`config.mk`:
```
export PLATFORM = sky130hd
export DESIGN_NAME = ex_mem_register
export DESIGN_NICKNAME = d
export VERILOG_FILES = /design/src/rtl/ex_mem_register.sv
export SDC_FILE = /design/constraint.sdc
export NUM_CORES = 1
export LEC_CHECK = 0
export CORE_MARGIN = 2
export CORE_UTILIZATION = 40
export DETAILED_ROUTE_END_ITERATION = 10
export GPL_TIMING_DRIVEN = 0
export PLACE_DENSITY = 0.8
export REMOVE_ABC_BUFFERS = 1
export SETUP_SLACK_MARGIN = 0.3
export SLEW_MARGIN = 25
export SYNTH_ARGS = -nofsm -noshare
export SYNTH_HDL_FRONTEND = slang
export SYNTH_SLANG_ARGS = --single-unit
```
`constraint.sdc`:
```
create_clock -name clk -period 0.9 [get_ports clk]
set_input_delay 0.135 -clock clk [delete_from_list [all_inputs] [get_ports clk]]
set_output_delay 0.135 -clock clk [all_outputs]
set_load 0.02 [all_outputs]
```
`src/rtl/ex_mem_register.sv`:
```
// EX/MEM pipeline register: captures execute-stage results and control, drives memory stage.
// Optional stall/bubble performance counters when EX_MEM_PERF_CNT_EN is defined.
module ex_mem_register #(
    parameter int DATA_W     = 16,
    parameter int REG_ADDR_W = 3
) (
    input  logic                  clk,
    input  logic                  rst_n,
    input  logic                  i_Stall,
    input  logic                  i_Flush,
    input  logic                  i_Valid,
    input  logic                  i_Sig_MemRead,
    input  logic                  i_Sig_MemWrite,
    input  logic                  i_Sig_RegWrite,
    input  logic                  i_Sig_MemToReg,
    input  logic [DATA_W-1:0]     i_ALU_Result,
    input  logic [DATA_W-1:0]     i_Write_Data,
    input  logic [REG_ADDR_W-1:0] i_Rd,
    output logic                  o_Valid,
    output logic                  o_Sig_MemRead,
    output logic                  o_Sig_MemWrite,
    output logic                  o_Sig_RegWrite,
    output logic                  o_Sig_MemToReg,
    output logic [DATA_W-1:0]     o_Address,
    output logic [DATA_W-1:0]     o_Write_Data,
    output logic [REG_ADDR_W-1:0] o_Rd,
    output logic                  o_Fwd_Valid,
    output logic                  o_Load_Pending,
    output logic                  o_Ctrl_Err
`ifdef EX_MEM_PERF_CNT_EN
    ,
    output logic [15:0]           o_Stall_Cnt,
    output logic [15:0]           o_Bubble_Cnt
`endif
);

    logic                  valid_q, valid_d;
    logic                  mem_read_q, mem_read_d;
    logic                  mem_write_q, mem_write_d;
    logic                  reg_write_q, reg_write_d;
    logic                  mem_to_reg_q, mem_to_reg_d;
    logic [DATA_W-1:0]     addr_q, addr_d;
    logic [DATA_W-1:0]     wdata_q, wdata_d;
    logic [REG_ADDR_W-1:0] rd_q, rd_d;
    logic                  ctrl_err_q, ctrl_err_d;

    always_comb begin
        valid_d      = valid_q;
        mem_read_d   = mem_read_q;
        mem_write_d  = mem_write_q;
        reg_write_d  = reg_write_q;
        mem_to_reg_d = mem_to_reg_q;
        addr_d       = addr_q;
        wdata_d      = wdata_q;
        rd_d         = rd_q;
        ctrl_err_d   = 1'b0;
        if (i_Flush) begin
            valid_d      = 1'b0;
            mem_read_d   = 1'b0;
            mem_write_d  = 1'b0;
            reg_write_d  = 1'b0;
            mem_to_reg_d = 1'b0;
        end else if (!i_Stall) begin
            valid_d      = i_Valid;
            mem_read_d   = i_Sig_MemRead;
            mem_write_d  = i_Sig_MemWrite;
            reg_write_d  = i_Sig_RegWrite & (i_Rd != '0);
            mem_to_reg_d = i_Sig_MemToReg;
            addr_d       = i_ALU_Result;
            wdata_d      = i_Write_Data;
            rd_d         = i_Rd;
            // Conflicting load+store resolves to the store so memory is never read and written at once.
            if (i_Valid && i_Sig_MemRead && i_Sig_MemWrite) begin
                mem_read_d   = 1'b0;
                mem_to_reg_d = 1'b0;
                ctrl_err_d   = 1'b1;
            end
        end
    end

    always_ff @(posedge clk or negedge rst_n) begin
        if (!rst_n) begin
            valid_q      <= 1'b0;
            mem_read_q   <= 1'b0;
            mem_write_q  <= 1'b0;
            reg_write_q  <= 1'b0;
            mem_to_reg_q <= 1'b0;
            addr_q       <= '0;
            wdata_q      <= '0;
            rd_q         <= '0;
            ctrl_err_q   <= 1'b0;
        end else begin
            valid_q      <= valid_d;
            mem_read_q   <= mem_read_d;
            mem_write_q  <= mem_write_d;
            reg_write_q  <= reg_write_d;
            mem_to_reg_q <= mem_to_reg_d;
            addr_q       <= addr_d;
            wdata_q      <= wdata_d;
            rd_q         <= rd_d;
            ctrl_err_q   <= ctrl_err_d;
        end
    end

    assign o_Valid        = valid_q;
    assign o_Sig_MemRead  = valid_q & mem_read_q;
    assign o_Sig_MemWrite = valid_q & mem_write_q;
    assign o_Sig_RegWrite = valid_q & reg_write_q;
    assign o_Sig_MemToReg = valid_q & mem_to_reg_q;
    assign o_Address      = addr_q;
    assign o_Write_Data   = wdata_q;
    assign o_Rd           = rd_q;
    assign o_Fwd_Valid    = valid_q & reg_write_q & ~mem_read_q;
    assign o_Load_Pending = valid_q & mem_read_q & (rd_q != '0);
    assign o_Ctrl_Err     = ctrl_err_q;

`ifdef EX_MEM_PERF_CNT_EN
    logic [15:0] stall_cnt_q, stall_cnt_d;
    logic [15:0] bubble_cnt_q, bubble_cnt_d;

    // A bubble is any edge that loads valid as 0: flush, or an unstalled load of an empty slot.
    always_comb begin
        stall_cnt_d  = stall_cnt_q;
        bubble_cnt_d = bubble_cnt_q;
        if (i_Stall && !i_Flush && stall_cnt_q != 16'hFFFF)
            stall_cnt_d = stall_cnt_q + 16'd1;
        if ((i_Flush || (!i_Stall && !i_Valid)) && bubble_cnt_q != 16'hFFFF)
            bubble_cnt_d = bubble_cnt_q + 16'd1;
    end

    always_ff @(posedge clk or negedge rst_n) begin
        if (!rst_n) begin
            stall_cnt_q  <= 16'd0;
            bubble_cnt_q <= 16'd0;
        end else begin
            stall_cnt_q  <= stall_cnt_d;
            bubble_cnt_q <= bubble_cnt_d;
        end
    end

    assign o_Stall_Cnt  = stall_cnt_q;
    assign o_Bubble_Cnt = bubble_cnt_q;
`endif

endmodule

```
Word level (Yosys, flattened, before mapping):

Index checks and enable logic that the tools add are counted.
Widths: inputs -> output; s select.

* equality and inequality tests: 1
* mux-type cells: 15
* bitwise operators: 10
* reduce and logical (&&, ||, !) cells: 5

Operator list (number)
* $mux 1: 15
* $and 1x1->1: 7
* $reduce_bool 3->1: 2
* $not 1->1: 3
* $logic_and 1x1->1: 2
* $ne 2x1->1 const B: 1
* $reduce_and 2->1: 1

* bits in registers: 41
* input port bits: 44
* output and inout port bits: 43
* logic and storage cells: 40

Depth between registers and ports, before layout:

Gate-level depths: netlist of the first run.

* depth in word-level cells: 5
* mapped depth: 5
* depth with buffers taken out: 3

Worst setup path after synthesis of the first run:

OpenSTA, ideal clock, no wires.

* path type: register to output
* start: register valid_q, in the netlist o_Valid
* end: output o_Fwd_Valid
* arrival time: 1.132 ns
* data required time: 0.765 ns
* setup slack: -0.367 ns
* stages on the path, launching flop included: 3
* path buffers: 0
* path through: dfrtp_1 -> and2_1 -> nor2b_1

* longest elaborated chain between the ends: 2

Ends and longest elaborated chain
* from (decl): RTL line 37 `logic valid_q, valid_d;`
* from (signal assigned): RTL line 93 `valid_q <= valid_d;`
* $and 1x1->1
* named net o_Sig_RegWrite: RTL line 22 `output logic o_Sig_RegWrite,`
* $and 1x1->1: RTL line 113 `assign o_Fwd_Valid = valid_q & reg_write_q & ~mem_read_q;`
* to (decl): RTL line 27 `output logic o_Fwd_Valid,`

The timed path passes the listed nets, and every way through them passes these cells.

Final worst setup path of the first run:

* start: register valid_q, in the netlist o_Valid
* end: output o_Fwd_Valid

* longest elaborated chain between the ends: 2

Ends and longest elaborated chain (RTL line)
* $and 1x1->1 (2 in a row): 113

Every way passes these cells.

==> results.cfg, run 1 <==
[outcome]
status = finished with violations
violations = hold timing, setup timing

[sta]
rsz0062_at_grt = true
whs_ns = -0.207
setup_viol_count_final = 50
fin_skew_ns = 0
tightest_slew_ns = 0.471
fin_ws_ns = -0.376
period_minus_slack_ns = 1.28
slew_violations = 0
relSlewSlack_pct = 68.6
fmax_mhz = 784
finalHoldViolCount = 17
period_share_pct = 142

[placed_design]
dp_hpwl_um = 2990
dpl_cell_area_um2 = 2680
io_buffer_count = 86
place_inst = 241
gp_congestion = 0.750

[detailed_routing]
wire_per_inst_um = 16.7
ant_nets = 0
wirelength_um = 4630
drc = 0
vias_per_cell = 4.87
num_vias = 1350
drtIter0Drc = 47
drt_pass1_iterations = 4

[clock_tree]
cts.sinks = 41
clkLatencyLatePin_ns = 0.28
cts_inserted_buffers = 5
root_buffer = clkbuf_8
clk_pin_slew_ns = 0.08
ctsLongestPathBuffers = 2
cts_max_level = 2
cts_tree = yes

[synth]
synthCells = 104
synth_area_um2 = 1740
synth_common_cells = dfrtp_1 (41), mux2_4 (29), mux2_2 (6)
synth_top_cell_by_area = dfrtp_1
synth_area_leaders = dfrtp_1 (59%), mux2_4 (25%), mux2_2 (3.9%)
ys.flop_type = dfrtp_1
synth_seq_area_share_pct = 58.8
yosysMostFrequentCell = dfrtp_1
yosys_warnings = 0
synth-edff-count = 0
synth.distinct_cells = 18
synthArstFlopShare_pct = 100
synthDominantCellAreaShare_pct = 58.8
postSynthAreaPerCell_um2 = 16.8
ys_seq_elements = 41

[setup_path]
path_cells = and2_4 -> nor2b_4 -> buf_6
cp.arrival_ns = 1.14
critPathTopFamily = flip-flops
path_class = register to output pin
max_stage_delay_ns = 0.44
worstSetupEndpointType = output pin
worstPathRequired_ns = 0.76
crit_slowest_cell = dfrtp_2
startpoint_type = register
path_max_fanout = 6
timing.critical_path.buf_inv = 1

[pwr]
netSwitchingFraction_pct = 28.1
ir_drop_uv = 1000
seqPwrFrac_pct = 43.2
combPwrFrac_pct = 35.4
powerDensity_nw_per_um2 = 1660
leakagePower_nw = 1.52
power_w = 0.00533
clockPowerShare_pct = 21.4
p_int_w = 0.00383
switchingPower_w = 0.00150

[cells_and_area]
fin_util_pct = 75.2
fin_nets = 268
drive_gt1_share_pct = 56.4
fin_area_um2 = 3210
area_growth_pct = 83.9
fill_cells = 271
ff_latch_area_um2 = 1030
multi_input_area_um2 = 693
num_antenna_cells = 0
fin_cells = 277

[grt]
grt_usage_pct = 19.7
grt_pass1_wl_um = 7350
grt_max_degree = 25
antenna_found_initial = 0
grt_pass1_vias = 1437
grt.overflow.total = 0

[floorplanning]
die-area_um2 = 4900
rows = 24
coreArea_um2 = 4260
ioPinCount = 87
die_w_um = 70.0
die_h_um = 70.0
initial_core_util_pct = 40.9

[flow_run]
cap_violations = 0

[worst_hold_path]
min_path_type = input port to asynchronous set/reset pin
[cells in the final DEF, fill, tap and decap left out]
cell / netlist / routed
a21oi_2: 0 / 2
and2_1: 4 / 2
and2_4: 0 / 2
buf_12: 3 / 6
buf_16: 0 / 5
buf_2: 0 / 3
buf_4: 0 / 14
buf_6: 1 / 47
buf_8: 0 / 1
clkbuf_1: 0 / 3
clkbuf_16: 0 / 1
clkbuf_8: 0 / 5
clkdlybuf4s50_1: 0 / 33
dfrtp_1: 41 / 40
dfrtp_2: 0 / 1
dlygate4sd2_1: 0 / 7
inv_1: 1 / 1
mux2_2: 6 / 2
mux2_4: 29 / 33
mux2i_1: 2 / 2
nand2_1: 4 / 3
nand2_2: 0 / 1
nand3_1: 3 / 2
nand3_2: 0 / 1
nand3b_1: 1 / 1
nor2_1: 2 / 2
nor2_4: 1 / 1
nor2b_4: 0 / 1
nor3_1: 1 / 1
o311ai_2: 0 / 1
o31a_1: 1 / 1
[power groups by stage]
| stage | Clock, W | Combinational [W] | Sequential (W) |
|---|---|---|---|
| final | 0.00114 | 0.00189 | 0.00230 |
| after global routing | 0.00127 | 0.00198 | 0.00233 |
| after CTS | 0.00118 | 0.00176 | 0.00228 |
| after detailed placement | 0 | 0.00154 | 0.00227 |
| after global placement | 0 | 0.00147 | 0.00226 |
| after floorplan | 0 | 0.000403 | 0.00255 |
[metrics by stage]
stage / setup TNS (ns) / worst slack [ns]
2_1_floorplan: -19.00 / -0.567
3_3_place_gp: -111.31 / -1.44
3_5_place_dp: -45.19 / -1.13
4_1_cts: -4.73 / -0.393
5_1_grt: -6.04 / -0.426
6_report: -4.34 / -0.376
[worst paths after layout]
| kind | startpoint | endpoint | slack (ns) | depth (start not counted) |
|---|---|---|---|---|
| min reg2reg | o_Address[9] | o_Address[9] | 0.54 | 1 |
| max in group asynchronous | rst_n | o_Valid | 0.62 | 2 |
| min in group clk | i_Flush | mem_to_reg_q | 0.12 | 3 |
| max | o_Valid | o_Fwd_Valid | -0.38 | 3 |
| min | rst_n | o_Address[4] | -0.21 | 1 |
| max reg2reg | o_Address[3] | o_Address[3] | -0.02 | 2 |
[routing by layer]
metal / track usage (%) / vias to the layer above / part of all wire (%)
li1: - / 601 / -
met1: 23.0 / 672 / 40
met2: 33.8 / 66 / 51
met3: 7.65 / 11 / 7.6
met4: 5.98 / 0 / 1.9
met5: 0 / - / 0
[what timing repair did]
item / CTS / global route
resized for setup: 287 / 21
gates cloned: 3 / 0
setup buffers: 14 / 11
pin swaps: 7 / 3
endpoints found under the hold margin: 17 / 17
setup endpoints to repair: 84 / 83
[final cells by class]
| cell class | instances | area share (%) |
|---|---|---|
| well taps | 52 | 2.03 |
| inverters | 1 | 0.117 |
| repair buffers | 117 | 41.7 |
| clock buffers | 8 | 2.50 |
| multi-input cells | 58 | 21.6 |
| flip-flops and latches | 41 | 32.0 |
[kinds of logic (layout without fill, tap and decap cells)]
kind of cell    after synthesis  count (layout)  share of synthesized area [%]
compound gates                4               4                           1.58
flops                        41              41                           58.8
buf+inv                       5             126                           4.30
simple gates                 17              17                           5.31
mux                          37              37                           30.0
[registers in the layout, indices dropped and copies added, names as in the netlist]
register,cells
mem_read_q,1
mem_to_reg_q,1
mem_write_q,1
o_Address,16
o_Ctrl_Err,1
o_Rd,3
o_Valid,1
o_Write_Data,16
reg_write_q,1
(Power assumes the default switching activity.)
==> run 2: changes to the inputs <==
- HOLD_SLACK_MARGIN: default -> 0.05
==> results of run 2 <==
Final layout, timing and power as in run 1 (identical DEF).
